**src/rtl/div_iter_pkg.sv**
```systemverilog
// div_iter_pkg: shared definitions for the iterative divider.
//   - div_state_e : FSM state encoding (DivIdle, DivBusy, DivByZero, DivDone)
//   - DivStart/DivStop, DivResultReady/DivResultNotReady : handshake levels
// Optional feature macro: DIV_ANNUL_EN (undefined by default; define it on the
// tool command line to add the annul_i abort port to div_iter).
package div_iter_pkg;

  typedef enum logic [1:0] {
    DivIdle   = 2'd0,
    DivBusy   = 2'd1,
    DivByZero = 2'd2,
    DivDone   = 2'd3
  } div_state_e;

  localparam logic DivStart          = 1'b1;
  localparam logic DivStop           = 1'b0;
  localparam logic DivResultReady    = 1'b1;
  localparam logic DivResultNotReady = 1'b0;

endpackage

```
**src/rtl/div_iter_step.sv**
```systemverilog
// div_iter_step: one combinational radix-2 restoring step.
//   i_rem      [WIDTH-1:0]  partial remainder before the step (always < divisor)
//   i_dvd_msb               dividend bit shifted into the remainder
//   i_divisor  [WIDTH-1:0]  divisor magnitude
//   o_rem      [WIDTH-1:0]  partial remainder after the step
//   o_qbit                  quotient bit produced by this step
module div_iter_step #(
  parameter int unsigned WIDTH = 32
) (
  input  logic [WIDTH-1:0] i_rem,
  input  logic             i_dvd_msb,
  input  logic [WIDTH-1:0] i_divisor,
  output logic [WIDTH-1:0] o_rem,
  output logic             o_qbit
);

  // The shifted remainder and trial difference are WIDTH+1 bits so the borrow
  // is the explicit top bit: shift < 2*divisor keeps the difference in range.
  logic [WIDTH:0] w_shift;
  logic [WIDTH:0] w_diff;

  assign w_shift = {i_rem, i_dvd_msb};
  assign w_diff  = w_shift - {1'b0, i_divisor};
  assign o_qbit  = ~w_diff[WIDTH];
  assign o_rem   = o_qbit ? w_diff[WIDTH-1:0] : w_shift[WIDTH-1:0];

endmodule

```
**src/rtl/div_iter.sv**
```systemverilog
// div_iter: iterative radix-2 restoring divider (div / divu) for the EX stage.
//   clk           rising-edge clock
//   rst           asynchronous active-low reset
//   start_i       request, held until ready_o
//   signed_i      1 = signed div, 0 = divu (sampled with start_i)
//   annul_i       abort in-flight division (only with DIV_ANNUL_EN)
//   opdata1_i     dividend, opdata2_i divisor (sampled with start_i)
//   result_o      {remainder, quotient}
//   ready_o       result valid
//   busy_o        high in every state except IDLE
//   div_by_zero_o current result came from a zero divisor
// Optional feature macro: DIV_ANNUL_EN.
module div_iter
  import div_iter_pkg::*;
#(
  parameter  int unsigned WIDTH = 32,
  localparam int unsigned CNT_W = $clog2(WIDTH + 1)
) (
  input  logic               clk,
  input  logic               rst,
  input  logic               start_i,
  input  logic               signed_i,
`ifdef DIV_ANNUL_EN
  input  logic               annul_i,
`endif
  input  logic [WIDTH-1:0]   opdata1_i,
  input  logic [WIDTH-1:0]   opdata2_i,
  output logic [2*WIDTH-1:0] result_o,
  output logic               ready_o,
  output logic               busy_o,
  output logic               div_by_zero_o
);

  div_state_e         r_state;
  logic [CNT_W-1:0]   r_cnt;
  logic [WIDTH-1:0]   r_dvd;   // dividend magnitude; quotient bits shift in at the bottom
  logic [WIDTH-1:0]   r_dsr;
  logic [WIDTH-1:0]   r_rem;
  logic               r_qneg;
  logic               r_rneg;
  logic [2*WIDTH-1:0] r_result;
  logic               r_ready;
  logic               r_dbz;

  logic               w_annul;
  logic               w_sign1;
  logic               w_sign2;
  logic [WIDTH-1:0]   w_mag1;
  logic [WIDTH-1:0]   w_mag2;
  logic [WIDTH-1:0]   w_rem_next;
  logic               w_qbit;
  logic [WIDTH-1:0]   w_quot_fix;
  logic [WIDTH-1:0]   w_rem_fix;

`ifdef DIV_ANNUL_EN
  assign w_annul = annul_i;
`else
  assign w_annul = 1'b0;
`endif

  assign w_sign1 = signed_i & opdata1_i[WIDTH-1];
  assign w_sign2 = signed_i & opdata2_i[WIDTH-1];
  assign w_mag1  = w_sign1 ? ('0 - opdata1_i) : opdata1_i;
  assign w_mag2  = w_sign2 ? ('0 - opdata2_i) : opdata2_i;

  assign w_quot_fix = r_qneg ? ('0 - r_dvd) : r_dvd;
  assign w_rem_fix  = r_rneg ? ('0 - r_rem) : r_rem;

  div_iter_step #(.WIDTH(WIDTH)) u_step (
    .i_rem     (r_rem),
    .i_dvd_msb (r_dvd[WIDTH-1]),
    .i_divisor (r_dsr),
    .o_rem     (w_rem_next),
    .o_qbit    (w_qbit)
  );

  always_ff @(posedge clk or negedge rst) begin
    if (!rst) begin
      r_state  <= DivIdle;
      r_cnt    <= '0;
      r_dvd    <= '0;
      r_dsr    <= '0;
      r_rem    <= '0;
      r_qneg   <= 1'b0;
      r_rneg   <= 1'b0;
      r_result <= '0;
      r_ready  <= DivResultNotReady;
      r_dbz    <= 1'b0;
    end else begin
      case (r_state)
        DivIdle: begin
          if (start_i == DivStart && !w_annul) begin
            r_cnt <= '0;
            if (opdata2_i == '0) begin
              r_state <= DivByZero;
            end else begin
              r_dvd   <= w_mag1;
              r_dsr   <= w_mag2;
              r_qneg  <= w_sign1 ^ w_sign2;
              r_rneg  <= w_sign1;
              r_rem   <= '0;
              r_state <= DivBusy;
            end
          end
        end
        DivBusy: begin
          if (w_annul) begin
            r_state <= DivIdle;
          end else if (r_cnt == CNT_W'(WIDTH)) begin
            // All WIDTH steps done on previous edges; this edge only applies
            // the sign fix-up and publishes the result.
            r_result <= {w_rem_fix, w_quot_fix};
            r_ready  <= DivResultReady;
            r_dbz    <= 1'b0;
            r_state  <= DivDone;
          end else begin
            r_rem <= w_rem_next;
            r_dvd <= {r_dvd[WIDTH-2:0], w_qbit};
            r_cnt <= r_cnt + CNT_W'(1);
          end
        end
        DivByZero: begin
          // Two cycles here so a zero divisor reports ready after E2.
          if (w_annul) begin
            r_state <= DivIdle;
          end else if (r_cnt == CNT_W'(1)) begin
            r_result <= '0;
            r_ready  <= DivResultReady;
            r_dbz    <= 1'b1;
            r_state  <= DivDone;
          end else begin
            r_cnt <= r_cnt + CNT_W'(1);
          end
        end
        DivDone: begin
          if (start_i == DivStop) begin
            r_ready <= DivResultNotReady;
            r_dbz   <= 1'b0;
            r_state <= DivIdle;
          end
        end
        default: r_state <= DivIdle;
      endcase
    end
  end

  assign result_o      = r_result;
  assign ready_o       = r_ready;
  assign div_by_zero_o = r_dbz;
  assign busy_o        = (r_state != DivIdle);

endmodule

```
**config.mk**
```make
export PLATFORM = sky130hd
export DESIGN_NAME = div_iter
export DESIGN_NICKNAME = d
export VERILOG_FILES = /design/src/rtl/div_iter_pkg.sv /design/src/rtl/div_iter_step.sv /design/src/rtl/div_iter.sv
export SDC_FILE = /design/constraint.sdc
export NUM_CORES = 1
export LEC_CHECK = 0
export ABC_CLOCK_PERIOD_IN_PS = 4500
export BUFFER_PORTS_ARGS = -buffer_cell sky130_fd_sc_hd__buf_4
export CAP_MARGIN = 20
export CORE_MARGIN = 5
export CORE_UTILIZATION = 40
export CTS_CLUSTER_SIZE = 12
export DETAILED_ROUTE_END_ITERATION = 16
export PLACE_DENSITY = 0.6
export SYNTH_ARGS = -nofsm -noshare
export SYNTH_HDL_FRONTEND = slang
export SYNTH_SLANG_ARGS = --single-unit
export TNS_END_PERCENT = 30
```
**constraint.sdc**
```tcl
create_clock -name clk -period 4.5 [get_ports clk]
set_input_delay 0.225 -clock clk [delete_from_list [all_inputs] [get_ports clk]]
set_output_delay 0.225 -clock clk [all_outputs]
set_load 0.01 [all_outputs]
```
==> results of run 1 <==
-- layout make-up --
cell class                      instances  area share [%]
Clock inverter                         15            1.29
Sequential cell                       172            32.1
Multi-Input combinational cell       1074            49.8
Tap cell                              378            3.53
Inverter                               54            1.51
Timing Repair Buffer                  150            8.55
Clock buffer                           17            3.18
-- routing by layer --
metal	vias up	GRT usage (%)	share of wire (%)
li1	5015	-	-
met1	4713	30.2	52
met2	217	28.0	42
met3	27	2.43	4.9
met4	0	4.45	1.2
met5	-	0	0
-- state kept, by name, summed over array words and instances, names as in the netlist --
name / count
r_qneg: 1
r_state: 2
ready_o: 1
r_cnt: 6
r_rem: 32
result_o: 64
r_dvd: 32
r_dsr: 32
div_by_zero_o: 1
r_rneg: 1
-- worst max-delay path by stage --
stage,startpoint,endpoint,slack [ns],depth (start not counted)
floorplan,r_dvd[31],r_rem[4],1.30,14
global placement,r_dvd[31],r_rem[17],1.10,13
detailed placement,r_dvd[31],r_rem[24],1.05,13
CTS,r_dvd[31],r_rem[23],0.99,13
global route,r_dvd[31],r_rem[27],0.73,13
finish,r_dvd[31],r_rem[23],1.02,13
-- per-stage QoR --
step	power, mW	worst slack, ns	cell area [um^2]	hold WS, ns
floorplan	6.42	1.30	11400	-0.0706
global placement	7.86	1.10	12800	0.398
detailed placement	7.93	1.05	12800	0.393
CTS	9.44	0.992	13400	0.0672
global route	10.2	0.735	13400	0.0822
finish	9.41	1.02	13400	0.0840
-- power breakdown --
part / internal [mW] / leakage (nW) / switching (mW)
combinational: 2.17 / 3.53 / 3.07
sequential: 2.05 / 2.25 / 0.640
clock: 0.751 / 0.289 / 0.735
total: 4.96 / 6.07 / 4.44
-- placed cells by master (no fill, tap or decap), drive strengths merged, types with 3 or more instances in the layout --
cell type | netlist | routed
xor2 | 90 | 90
o31ai | 34 | 34
o21bai | 4 | 4
or3 | 24 | 24
o22ai | 3 | 3
inv | 54 | 61
buf | 12 | 149
clkbuf | 55 | 17
a31oi | 5 | 5
clkinv | 0 | 7
or4 | 14 | 14
o21a | 6 | 6
mux2i | 37 | 37
nand2b | 9 | 9
o21ai | 202 | 202
or2 | 6 | 6
dfrtp | 172 | 172
and2 | 8 | 8
a211oi | 4 | 4
nor2b | 6 | 6
nand4 | 4 | 4
nor3 | 22 | 22
a21boi | 4 | 4
o311ai | 3 | 3
a2111oi | 3 | 3
nor2 | 85 | 85
o41ai | 16 | 16
a311oi | 3 | 3
nand2 | 215 | 215
a22o | 5 | 5
nand3 | 17 | 17
a21oi | 88 | 88
o211ai | 6 | 6
a21o | 14 | 14
nor4 | 8 | 8
o31a | 3 | 3
xnor2 | 55 | 55
and3 | 6 | 6
ha | 45 | 45
-- cells by family after synthesis --
kind of cell / synth area share, %
adder cells (fa/ha/maj): 5.11
multiplexers: 3.35
XOR/XNOR: 11.1
AND/OR/NAND/NOR: 17.0
buffers and inverters: 4.04
flip-flops: 37.7
AO/OA/AOI/OAI: 21.6
-- timing repair --
item / 4_1_cts / 5_1_grt
hold endpoints to repair: 95 / 0
setup buffers: 0 / 0
resized for setup: 0 / 0
hold buffers: 1 / 0
-- worst max-delay path: cells and delay by family, from the launching register on --
family                     cells  cell delay (ns)
AOI/OAI and AO/OA              7             1.45
adders and majority gates      2             0.62
buffers and inverters          2             0.50
DFF                            1             0.34
muxes                          1             0.24
and+or+nand+nor                1             0.18
==> flow_summary.toml, run 1 <==
[worst_setup_path]
crit_slowest_cell = "buf_4"
crit_required_ns = 4.80
worst_path_largest_cell_delay_ns = 0.42
r2r-start = "r_dvd[31]"
worstSetupPathType = "register to register"
cp-start-kind = "register"
worstPathCellList = "inv_1, ha_1, fa_1, nor2b_1, o31ai_1, a21oi_1, a31oi_1, o211a_1, o21a_1, o311ai_2, buf_4, mux2i_1, o21ai_0"
rr_worst_depth = 13
end_kind = "register"
r2r_slack_ns = 1.02
r2r-end = "r_rem[23]"
crit_fanout = 26
crit_arrival_ns = 3.77

[yosys]
syn-instance-count = 1367
ys_ff_latch = 172
synth-seq-area-share_pct = 37.7
yosysWarningCount = 0
yosys.area.top_type = "dfrtp_1"
synth.top_cell.area_share_pct = 37.7
synthArstFlopShare_pct = 100
ys_top_cells_by_area = "dfrtp_1 38%, o21ai_0 8.5%, nand2_1 7.1%, xor2_1 6.9%, ha_1 4.9%"
ys.flop_type = "dfrtp_1"
yosysMostFrequentCell = "nand2_1"
synth_commonest_cells = "215 x nand2_1, 193 x o21ai_0, 172 x dfrtp_1, 90 x xor2_1, 88 x a21oi_1"
synth_edf_count = 0
avgSynthCellArea_um2 = 8.34
synth_nets = 1481
netlist_area_um2 = 11400
ys_types = 65

[routing]
drc = 0
vias = 9972
wire_per_inst_um = 16.4
wirelength_mm = 30.6
first_pass_iters = 5
ant_nets = 0
drt_iter0_drc = 740
vias_per_cell = 5.36

[floorplan]
rows = 61
die-area_um2 = 32000
core_area_um2 = 27900
fp.dieH_um = 179
io_pins = 135
fp.dieW_um = 179
start_util_pct = 40.8

[hold_path]
worstHoldStart = "opdata2_i[24]"
hold_class = "input port to register"
holdPathStages = 3
hold_end = "r_dsr[24]"

[power]
power_density_nw_per_um2 = 703
power.static_leakage_nw = 6.07
vdd_drop_max_uv = 412

[clock_network]
clk_path_buf_depth = 2
clk_pin_slew_ns = 0.08
cts_root_buffer = "clkbuf_16"
cts_made_buffers = 17
cts_sinks = 172
cts_tree = "built"
clk_latency_ns = 0.44
cts_max_level = 4

[job]
maxCapViolCount = 0

[final_layout]
fin_cells = 1860
area_delta_synth_final_pct = 17.4
multi_input_area_um2 = 6670
final_layout_size_suffix_gt1_share_pct = 13.6
antenna_cells = 0
n_fill_cell = 2790
final_nets = 1583
regArea_um2 = 4300
finalCoreUtilization_pct = 47.9

[sta]
setup_viol = 0
slew-limit-headroom_pct = 28.5
worst_pin_slew_ns = 1.07
min_period_ns = 3.48
drv_slew = 0
finalSetupTns_ns = 0
post-route-period-util_pct = 77.2
grt_setup_unrepaired = "false"
fmax_mhz = 288
skew_ns = 0.0168
hold_viol_final = 0

[global_routing]
grt_pass1_vias = 9539
grt_overflow = 0
grt_antenna_before_repair = 0
grt_pass1_wl_mm = 50.1
grt_max_degree = 98
grt_util_all_layers_pct = 19.2

[placed_design]
place.gp.congestion = 0.899
dp_hpwl_mm = 23.0
dpl.cell_count = 1827
portBuffers = 134

[run_status]
status = "complete, no violations"
(Power assumes the default switching activity.)
==> run 2, diff against run 1 <==
--- a/config.mk
+++ b/config.mk
@@ -5,7 +5,7 @@
 export SDC_FILE = /design/constraint.sdc
 export NUM_CORES = 1
 export LEC_CHECK = 0
-export ABC_CLOCK_PERIOD_IN_PS = 4500
+export ABC_CLOCK_PERIOD_IN_PS = 3500
 export BUFFER_PORTS_ARGS = -buffer_cell sky130_fd_sc_hd__buf_4
 export CAP_MARGIN = 20
 export CORE_MARGIN = 5
==> constraint.sdc (replaced) <==
create_clock -name clk -period 3.5 [get_ports clk]
set_input_delay 0.175 -clock clk [delete_from_list [all_inputs] [get_ports clk]]
set_output_delay 0.175 -clock clk [all_outputs]
set_load 0.01 [all_outputs]
==> flow_summary.toml, run 2 (synthesis gave the netlist of run 1 again) <==
[global_routing]
met3_usage_pct = 2.85
grt_pass1_wl_mm = 51.3
top_usage_layer = "met1"
grt_overflow = 0
grt_util_all_layers_pct = 19.8
grt_antenna_before_repair = 0
met1_usage_pct = 31.5
grt_use_met2_pct = 28.3
grt_pass1_vias = 9675
grt_max_degree = 114

[worst_setup_path]
crit_start = "r_rem[20]"
rr_worst_depth = 11
r2r-start = "r_rem[20]"
cp-start-kind = "register"
end_kind = "register"
crit_required_ns = 3.78
r2r_slack_ns = 0.17
worst_path_largest_cell_delay_ns = 0.47
crit_slowest_cell = "dfrtp_1"
worstSetupPathType = "register to register"
worstPathCellList = "ha_1, nand2_1, nor2_1, nand3_1, or3_1, o211a_1, o21a_1, o311ai_2, buf_4, mux2i_1, o21ai_0"
crit_arrival_ns = 3.62
r2r-end = "r_rem[9]"
crit_fanout = 15

[final_layout]
antenna_cells = 0
final_nets = 1604
final_common_cell = "nand2_1"
fin_cells = 1881
largest_register_ffs = 64
final_layout_size_suffix_gt1_share_pct = 14.8
area_delta_synth_final_pct = 19.5
n_fill_cell = 2749
final_cell_mix = "214 x nand2_1, 193 x o21ai_0, 172 x dfrtp_1, 163 x buf_4, 90 x xor2_1"

[floorplan]
fp.dieW_um = 179
rows = 61
core_area_um2 = 27900
fp.dieH_um = 179
die-area_um2 = 32000
start_util_pct = 40.8
io_pins = 135

[sta]
fmax_mhz = 300
skew_ns = 0.0150
grt_setup_unrepaired = "true"
min_period_ns = 3.33
slew-limit-headroom_pct = 31.4
finalSetupTns_ns = 0
setup_viol = 0
drv_slew = 0
worst_pin_slew_ns = 1.03
post-route-period-util_pct = 95.2
hold_viol_final = 0

[clock_network]
clk_path_buf_depth = 2
cts_max_level = 4
cts_made_buffers = 17
clk_pin_slew_ns = 0.08
cts_sinks = 172
clk_latency_ns = 0.43
post-cts-setup-buffers = 0
cts_tree = "built"
cts_root_buffer = "clkbuf_16"

[hold_path]
worstHoldStart = "opdata2_i[24]"
hold_end = "r_dsr[24]"
hold_class = "input port to register"
holdPathStages = 3

[power]
power.static_leakage_nw = 6.21
power_density_nw_per_um2 = 914
vdd_drop_max_uv = 431

[routing]
vias = 10033
wirelength_mm = 31.6
ant_nets = 0
vias_per_cell = 5.33
drc = 0
wire_per_inst_um = 16.8
first_pass_iters = 7
drt_iter0_drc = 828

[placed_design]
dpl.cell_count = 1847
portBuffers = 134
dp_hpwl_mm = 23.9
place.gp.congestion = 0.921

[run_status]
status = "complete, no violations"

[job]
maxCapViolCount = 0
[run 2: how the worst max path moves through the flow]
stage                   end  slack, ns
6_report           r_rem[9]       0.17
3_5_place_dp   result_o[27]       0.20
2_1_floorplan      r_rem[4]       0.30
3_3_place_gp   result_o[29]       0.26
5_1_grt        result_o[29]      -0.02
4_1_cts            r_rem[8]       0.17
[run 2: cell type report]
class | instances | area, um^2 | area share, %
Inverter | 54 | 203 | 1.49
Clock inverter | 15 | 188 | 1.38
Sequential cell | 172 | 4300 | 31.6
Multi-Input combinational cell | 1074 | 6670 | 49.0
Tap cell | 378 | 473 | 3.47
Timing Repair Buffer | 171 | 1360 | 10.0
Clock buffer | 17 | 425 | 3.12
[run 2: power by group]
part	switching [mW]	leakage [nW]	internal, mW
sequential	0.757	2.25	2.64
clock	0.959	0.295	0.979
combinational	4.17	3.66	2.95
total	5.89	6.21	6.57
[run 2: what timing repair did]
item,4_1_cts,5_1_grt
setup endpoints to repair,0,16
resized for setup,0,2
hold buffers,1,0
endpoints found under the hold margin,91,0
[run 2: critical path, delay by kind of cell (launching register included)]
kind            cells  cell delay [ns]
compound gates      4             0.95
simple gates        4             0.75
flops               1             0.47
fa+ha+maj           1             0.44
buf+inv             1             0.34
mux                 1             0.23
[run 2: per-layer routing]
metal,vias to the layer above,routed length [um]
li1,5049,-
met1,4730,16300
met2,230,13200
met3,24,1640
met4,0,383
met5,-,0
[run 2: per-stage QoR]
| step | utilization [%] | total power, mW | hold WS [ns] | setup WS [ns] | instance area, um^2 |
|---|---|---|---|---|---|
| floorplan | - | 8.25 | -0.121 | 0.302 | 11400 |
| global placement | 46.4 | 10.4 | 0.423 | 0.259 | 13000 |
| detailed placement | 46.4 | 10.5 | 0.426 | 0.203 | 13000 |
| CTS | 48.7 | 12.5 | 0.0209 | 0.174 | 13600 |
| global route | 48.8 | 13.5 | 0.0436 | -0.0203 | 13600 |
| finish | 48.8 | 12.5 | 0.0352 | 0.167 | 13600 |
==> run 3, diff against run 2 <==
--- a/config.mk
+++ b/config.mk
@@ -9,10 +9,10 @@
 export BUFFER_PORTS_ARGS = -buffer_cell sky130_fd_sc_hd__buf_4
 export CAP_MARGIN = 20
 export CORE_MARGIN = 5
-export CORE_UTILIZATION = 40
+export CORE_UTILIZATION = 35
 export CTS_CLUSTER_SIZE = 12
 export DETAILED_ROUTE_END_ITERATION = 16
-export PLACE_DENSITY = 0.6
+export PLACE_DENSITY = 0.54
 export SYNTH_ARGS = -nofsm -noshare
 export SYNTH_HDL_FRONTEND = slang
 export SYNTH_SLANG_ARGS = --single-unit
==> flow_summary.toml, run 3 (synthesis gave the netlist of run 1 again) <==
[power]
p_sw_share_pct = 46.2
p_sw_mw = 5.83
p_comb_share_pct = 58.0
power.static_leakage_nw = 6.22
clockPowerShare_pct = 15.2
p_int_mw = 6.78
power_density_nw_per_um2 = 917
finalPower_mw = 12.6
vdd_drop_max_uv = 505
seqPwrFrac_pct = 26.7

[worst_setup_path]
worstSetupPathType = "register to register"
crit_arrival_ns = 3.64
crit_slowest_cell = "o21ai_0"
cp.buffers_inverters = 2
cp_top_family = "compound AO/OA/AOI/OAI gates"
end_kind = "register"
crit_required_ns = 3.82
crit_fanout = 13
worstPathCellList = "ha_1, or2_2, a21oi_1, nor2b_1, o21ai_0, o21bai_1, a22oi_1, o311ai_4, buf_6, clkbuf_16, o311ai_0"
cp-start-kind = "register"
worst_path_largest_cell_delay_ns = 0.49

[clock_network]
cts_made_buffers = 17
cts_tree = "built"
clk_latency_ns = 0.44
clk_pin_slew_ns = 0.07
cts_max_level = 4
cts_root_buffer = "clkbuf_16"
clk_path_buf_depth = 2
cts_sinks = 172

[floorplan]
fp.dieW_um = 191
rows = 66
fp.dieH_um = 191
core_area_um2 = 32400
die-area_um2 = 36300
start_util_pct = 35.2
io_pins = 135

[sta]
slew-limit-headroom_pct = 38.1
post-route-period-util_pct = 95.0
finalSetupTns_ns = 0
drv_slew = 0
setup_viol = 0
worst_pin_slew_ns = 0.928
hold_viol_final = 0
fmax_mhz = 301
skew_ns = 0.0114
min_period_ns = 3.33

[routing]
wirelength_mm = 32.3
drt_iter0_drc = 649
vias_per_cell = 5.11
vias = 9967
first_pass_iters = 5
drc = 0
ant_nets = 0
wire_per_inst_um = 16.6

[global_routing]
grt_use_met2_pct = 25.2
grt_pass1_wl_mm = 52.2
grt_overflow = 0
grt_antenna_before_repair = 0
grt_util_all_layers_pct = 17.7
met3_usage_pct = 2.51
met1_usage_pct = 28.1
grt_max_degree = 93
grt_pass1_vias = 9636
top_usage_layer = "met1"

[final_layout]
antenna_cells = 0
regArea_um2 = 4300
final_common_cell = "nand2_1"
final_cell_mix = "214 x nand2_1, 193 x o21ai_0, 172 x dfrtp_1, 166 x buf_4, 90 x xor2_1"
area_delta_synth_final_pct = 20.5
multi_input_area_um2 = 6690
final_nets = 1609
n_fill_cell = 3258
largest_register_ffs = 64
final_layout_size_suffix_gt1_share_pct = 15.3

[placed_design]
place.gp.congestion = 0.833
dp_hpwl_mm = 24.7
portBuffers = 134

[run_status]
status = "complete, no violations"

[hold_path]
hold_class = "input port to register"

[job]
maxCapViolCount = 0
## run 3: cell types whose count changed in the layout (fill, tap and decap cells not counted), sizes merged
| cell | previous run | this run |
|---|---|---|
| bufinv | 0 | 1 |
| clkinvlp | 1 | 2 |
| clkinv | 6 | 4 |
| buf | 170 | 174 |
| clkbuf | 17 | 21 |
| inv | 62 | 59 |
## run 3: timing repair
item                                    4_1_cts  5_1_grt
endpoints found under the setup margin        0       28
gates resized for setup                       0        7
endpoints found under the hold margin        88        0
hold buffers                                  1        0
buffers inserted                              0        3
## run 3: routing by layer
metal  share of wire [%]  up-vias
met5                   0        -
met4                0.96        0
met3                 4.6       19
met2                  41      252
met1                  53     4627
li1                    -     5069
## run 3: tightest hold or removal path, stage by stage
cell and delay [ns]:
buf_4 0.14, nand2_1 0.05, o21ai_0 0.06
## run 3: power groups by stage
stage	clock network (mW)	registers (mW)	logic [mW]
after floorplan	0	3.20	5.05
after global placement	0	3.37	7.00
after detailed placement	0	3.40	7.03
after CTS	1.98	3.36	7.07
after global routing	2.05	3.47	8.17
final	1.92	3.37	7.31
## run 3: worst paths after layout
path | from | end | slack, ns | cells past startpoint
max in group asynchronous | rst | result_o[17] | 2.21 | 3
min in group asynchronous | rst | r_cnt[2] | 0.39 | 2
worst min-delay path | opdata2_i[31] | r_dsr[31] | 0.03 | 3
worst max register to register | r_rem[27] | r_rem[2] | 0.17 | 11
worst max-delay path | r_rem[27] | r_rem[2] | 0.17 | 11
worst min register to register | r_dsr[14] | r_dsr[14] | 0.48 | 2
## run 3: stage by stage
step	setup slack (ns)	util, %	area (um^2)	hold slack [ns]	instances
after global placement	0.249	40.3	13100	0.339	1912
after global routing	-0.0408	42.5	13700	0.0150	1950
final	0.174	42.5	13700	0.0276	1950
after detailed placement	0.179	40.3	13100	0.339	1912
after floorplan	0.302	-	11400	-0.121	1367
after CTS	0.150	42.2	13700	0.00598	1945
## run 3: area by class of cell
type | instances | share of cell area (%)
clock buffer | 20 | 3.39
multi-input combinational | 1074 | 48.7
timing repair buffer | 176 | 10.2
tap | 442 | 4.02
sequential | 172 | 31.3
inverter | 54 | 1.47
clock inverter | 12 | 0.937
